[config.mk]
export PLATFORM = sky130hd
export DESIGN_NAME = indication_pipe_arbiter
export DESIGN_NICKNAME = d
export VERILOG_FILES = /design/src/rtl/indication_pipe_pkg.sv /design/src/rtl/indication_rr_picker.sv /design/src/rtl/indication_pipe_arbiter.sv
export SDC_FILE = /design/constraint.sdc
export NUM_CORES = 1
export LEC_CHECK = 0
export CAP_MARGIN = 20
export CORE_MARGIN = 2
export CORE_UTILIZATION = 43
export DETAILED_ROUTE_END_ITERATION = 10
export GPL_TIMING_DRIVEN = 0
export PLACE_DENSITY = 0.84
export SLEW_MARGIN = 20
export SYNTH_ARGS = -nofsm -noshare
export SYNTH_HDL_FRONTEND = slang
export SYNTH_HIERARCHICAL = 1
export SYNTH_SLANG_ARGS = --single-unit
[constraint.sdc]
create_clock -name CLK -period 5.9 [get_ports CLK]
set_input_delay 0.885 -clock CLK [delete_from_list [all_inputs] [get_ports CLK]]
set_output_delay 0.885 -clock CLK [all_outputs]
set_load 0.005 [all_outputs]
[src/rtl/indication_pipe_pkg.sv]
// Shared constants for the indication pipe arbiter: message geometry and debug field offsets.
package indication_pipe_pkg;

  localparam int unsigned MSG_WIDTH       = 96;
  localparam int unsigned DEFAULT_NUM_REQ = 4;

  // Field layout of an opaque message; the arbiter never looks inside.
  localparam int unsigned TAG_LSB  = 64;
  localparam int unsigned TAG_MSB  = 95;
  localparam int unsigned METH_LSB = 32;
  localparam int unsigned METH_MSB = 63;
  localparam int unsigned V_LSB    = 0;
  localparam int unsigned V_MSB    = 31;

  function automatic int unsigned ptr_width(input int unsigned n);
    return (n > 1) ? $clog2(n) : 1;
  endfunction

endpackage

[src/rtl/indication_rr_picker.sv]
// Combinational round-robin picker: first valid index at or after rr_ptr, modulo NUM_REQ.
module indication_rr_picker
  import indication_pipe_pkg::*;
#(
  parameter int unsigned NUM_REQ = DEFAULT_NUM_REQ,
  localparam int unsigned PTR_W  = ptr_width(NUM_REQ)
) (
  input  logic [NUM_REQ-1:0] valid,
  input  logic [PTR_W-1:0]   rr_ptr,
  output logic               found,
  output logic [PTR_W-1:0]   winner
);

  int unsigned idx;

  always_comb begin
    found  = 1'b0;
    winner = '0;
    idx    = 0;
    for (int unsigned k = 0; k < NUM_REQ; k++) begin
      idx = (32'(rr_ptr) + k) % NUM_REQ;
      if (!found && valid[PTR_W'(idx)]) begin
        found  = 1'b1;
        winner = PTR_W'(idx);
      end
    end
  end

endmodule

[src/rtl/indication_pipe_arbiter.sv]
// Shares one indication pipe between NUM_REQ sources via one-entry holding buffers,
// a round-robin picker and a single registered output stage.
module indication_pipe_arbiter
  import indication_pipe_pkg::*;
#(
  parameter int unsigned NUM_REQ   = DEFAULT_NUM_REQ,
  parameter int unsigned MSG_WIDTH = indication_pipe_pkg::MSG_WIDTH
) (
  input  logic                         CLK,
  input  logic                         nRST,
  input  logic [NUM_REQ-1:0]           req_enq__ENA,
  input  logic [NUM_REQ*MSG_WIDTH-1:0] req_enq_v,
  output logic [NUM_REQ-1:0]           req_enq__RDY,
  output logic                         pipe_enq__ENA,
  output logic [MSG_WIDTH-1:0]         pipe_enq_v,
  input  logic                         pipe_enq__RDY,
  output logic [31:0]                  sent_count,
  output logic                         busy
);

  localparam int unsigned PTR_W = ptr_width(NUM_REQ);

  logic [NUM_REQ-1:0]   hold_valid;
  logic [MSG_WIDTH-1:0] hold_data [NUM_REQ];
  logic                 out_valid;
  logic [MSG_WIDTH-1:0] out_data;
  logic [PTR_W-1:0]     rr_ptr;
  logic [31:0]          sent_cnt;

  logic [NUM_REQ-1:0]   enq_fire;
  logic                 deq;
  logic                 can_load;
  logic                 found;
  logic [PTR_W-1:0]     winner;
  logic                 load;
  logic [NUM_REQ-1:0]   grant;
  logic [PTR_W-1:0]     rr_next;

  indication_rr_picker #(
    .NUM_REQ (NUM_REQ)
  ) u_picker (
    .valid  (hold_valid),
    .rr_ptr (rr_ptr),
    .found  (found),
    .winner (winner)
  );

  assign req_enq__RDY  = ~hold_valid;
  assign enq_fire      = req_enq__ENA & req_enq__RDY;
  assign pipe_enq_v    = out_data;
  assign pipe_enq__ENA = out_valid & pipe_enq__RDY;
  assign deq           = pipe_enq__ENA;
  assign sent_count    = sent_cnt;
  assign busy          = (|hold_valid) | out_valid;

  // Dequeue and reload in the same cycle keeps the output stage streaming without bubbles.
  always_comb begin
    can_load = !out_valid || deq;
    load     = can_load && found;
    grant    = '0;
    rr_next  = rr_ptr;
    if (load) begin
      grant   = NUM_REQ'(1) << winner;
      rr_next = (32'(winner) == NUM_REQ - 1) ? '0 : winner + PTR_W'(1);
    end
  end

  always_ff @(posedge CLK) begin
    if (!nRST) begin
      hold_valid <= '0;
      out_valid  <= 1'b0;
      rr_ptr     <= '0;
      sent_cnt   <= '0;
    end else begin
      // A granted source cannot also enqueue this cycle: its RDY was low.
      hold_valid <= (hold_valid | enq_fire) & ~grant;
      rr_ptr     <= rr_next;
      if (load) begin
        out_valid <= 1'b1;
      end else if (deq) begin
        out_valid <= 1'b0;
      end
      if (deq) begin
        sent_cnt <= sent_cnt + 32'd1;
      end
    end
  end

  // Payload registers carry no reset; their contents are qualified by the valid bits.
  always_ff @(posedge CLK) begin
    for (int unsigned i = 0; i < NUM_REQ; i++) begin
      if (enq_fire[i]) begin
        hold_data[i] <= req_enq_v[i*MSG_WIDTH +: MSG_WIDTH];
      end
    end
    if (load) begin
      out_data <= hold_data[winner];
    end
  end

endmodule

==> run_results.csv <==
group,metric,value,unit
status,status,"complete, no violations",
global_route,grt_usage,23.6,%
routing,drt_wl_total,53700,um
critical_path,critPathLaunchType,"register",
placement,dp_cells,1968,
placement,place.gp.congestion,0.840,
finish,regArea,0.0152,mm2
sta,setup_tns,0,ns
sta,relSlewSlack,30.2,%
global_route,grt_pass1_vias,11690,
global_route,grt_max_degree,44,
floorplan,initial_core_util,43.5,%
synth,yosysMostFrequentCell,"edfxtp_1",
critical_path,worstPathArrival,4.10,ns
sta,finClkSkew,0.0190,ns
clocking,clk_latency,0.58,ns
clocking,hold_buffers,0,
routing,num_vias,11108,
critical_path,critPathRequiredTime,6.35,ns
synth,yosys.area.top_type_share,77.3,%
global_route,grt_pass1_wl,76200,um
flow_run,drv_cap,0,
synth,synth_ff_type,"edfxtp_1",
global_route,antenna_found_initial,5,
routing,viasPerCell,5.36,
clocking,cts_root_buffer,"clkbuf_16",
floorplan,rows,76,
floorplan,design.core.area,0.0429,mm2
sta,slew_viol_final,0,
pwr,power.leakage,9.04,nW
synth,synthTopCellsByArea,"edfxtp_1 (77%), mux4_2 (12%), dfxtp_1 (4.2%)",
pwr,ir_drop,0.266,mV
finish,fin_nets,1833,
pwr,powerDensity,405,mW/mm2
clocking,cts_setup_buffers,0,
synth,ys_types,35,
clocking,cts_resized,0,
routing,drt-initial-drc-count,1086,
sta,setup_violations,0,
clocking,h-tree-depth,2,
global_route,grt-ovfl-total,0,
synth,synth_nets,1234,
clocking,clk_pin_slew,0.06,ns
finish,fill_cells,2839,
sta,timing.fmax,0.274,GHz
synth,netlist_top_cells_count,"edfxtp_1 (480), mux4_2 (96), dfxtp_1 (39)",
critical_path,endpoint_kind,"register",
finish,stdcell_count,2072,
routing,dr.pass1.iters,5,
placement,place_area,0.0251,mm2
finish,area.growth.synth_to_final,44.5,%
synth,synth_edf_count,480,
sta,period_share,61.8,%
floorplan,io_pins,525,
floorplan,die_area,0.0450,mm2
placement,place_hpwl,38600,um
sta,final.min_clock_period,3.65,ns
sta,rsz0062_at_grt,"false",
sta,hold_viol_final,0,
synth,synth_seq_cells,519,
synth,syn_avg_cell_area,22.2,um2
finish,final_cell_area,0.0269,mm2
clocking,cts_tree,"done",
synth,yosysWarningCount,6,
sta,worstMarginPinSlew,1.05,ns
synth,synth-async-reset-ratio,0,%
synth,synthesis.area,0.0186,mm2
clocking,clk_path_buf_depth,3,
pwr,fin_total_pwr,10.9,mW
routing,post_drt_wl_per_cell,25.9,um
clocking,numCtsBuffers,51,
finish,layout-drive-gt1-share,14.7,%
worst_hold_path,hp-class,"reg2reg",
critical_path,crit_fanout,10,
synth,syn_inst,838,
placement,port_buffers,524,
routing,ant_nets,0,
floorplan,die_x,212,um
floorplan,die_height,212,um
clocking,clock_sinks,519,
finish,multiInputGateArea,0.00325,mm2
critical_path,path_class,"reg2reg",
routing,drc,0,
synth,seq_area_frac_synth,81.5,%
synth,synth_top_area_cell,"edfxtp_1",
## kinds of logic after synthesis
group | Yosys count | share of synthesized area (%)
AO/OA/AOI/OAI | 54 | 1.67
XOR/XNOR | 9 | 0.423
multiplexers | 102 | 11.9
buffers and inverters | 55 | 1.22
flip-flops | 519 | 81.5
adder cells (fa/ha/maj) | 5 | 0.336
AND/OR/NAND/NOR | 94 | 2.91
## placed cells by master (no fill, tap or decap), types with 14 or more instances in the layout
cell / instances
edfxtp_1: 480
nor2_1: 14
clkdlybuf4s50_1: 524
a21oi_1: 28
dfxtp_1: 39
clkbuf_16: 52
or4_1: 14
inv_1: 17
mux4_2: 96
clkbuf_1: 29
## worst max-delay path, stage by stage (launching register included)
cell and delay (ns):
dfxtp_1 0.52, o21ai_0 0.16, a21oi_1 0.28, clkbuf_1 0.61, clkbuf_1 0.60, buf_1 0.70, inv_1 0.15, ha_1 0.32
mux2i_1 0.13, nor2_1 0.05
## stage by stage
stage	hold slack (ns)	setup slack, ns	utilization, %
after floorplan	0.459	0.271	-
after global placement	0.455	-3.96	57.4
after detailed placement	0.472	2.13	58.6
after CTS	0.481	2.11	62.8
after global routing	0.524	1.99	62.8
final	0.478	2.25	62.8
## final timing paths
path | cells past startpoint | slack, ns | from | end
setup / recovery | 9 | 2.25 | hold_valid[2]$_SDFF_PN0_ | rr_ptr[1]$_SDFFE_PN0P_
hold / removal | 2 | 0.48 | sent_count[28]$_SDFFE_PN0P_ | sent_count[28]$_SDFFE_PN0P_
setup reg to reg | 9 | 2.25 | hold_valid[2]$_SDFF_PN0_ | rr_ptr[1]$_SDFFE_PN0P_
hold reg to reg | 2 | 0.48 | sent_count[28]$_SDFFE_PN0P_ | sent_count[28]$_SDFFE_PN0P_
## registers in the layout, summed over array words and instances (netlist names)
signal and count:
out_valid 1, hold_data 384, rr_ptr 2, pipe_enq_v 96, sent_count 32, hold_valid 4
## report_power, final
| group | internal, mW | switching (mW) | total [mW] |
|---|---|---|---|
| sequential | 4.78 | 0.193 | 4.97 |
| clock | 2.06 | 1.37 | 3.43 |
| combinational | 1.40 | 1.10 | 2.51 |
| total | 8.24 | 2.67 | 10.9 |
## final cells by class
type                    count  share of cell area [%]
repair buffers            546                    21.3
well taps                 585                    2.72
flip-flops and latches    519                    56.4
diodes                      7                  0.0650
inverters                  18                   0.251
multi-input cells         264                    12.1
plain buffers              37                   0.608
clock buffers              61                    4.96
clock inverters            35                    1.65
## per-layer routing
metal | track usage, % | share of wire, %
met1 | 27.5 | 35
met2 | 40.8 | 52
met3 | 6.66 | 9.1
met4 | 10.2 | 3.8
met5 | 0 | 0
Note: power is estimated with default switching activity, not from simulation.
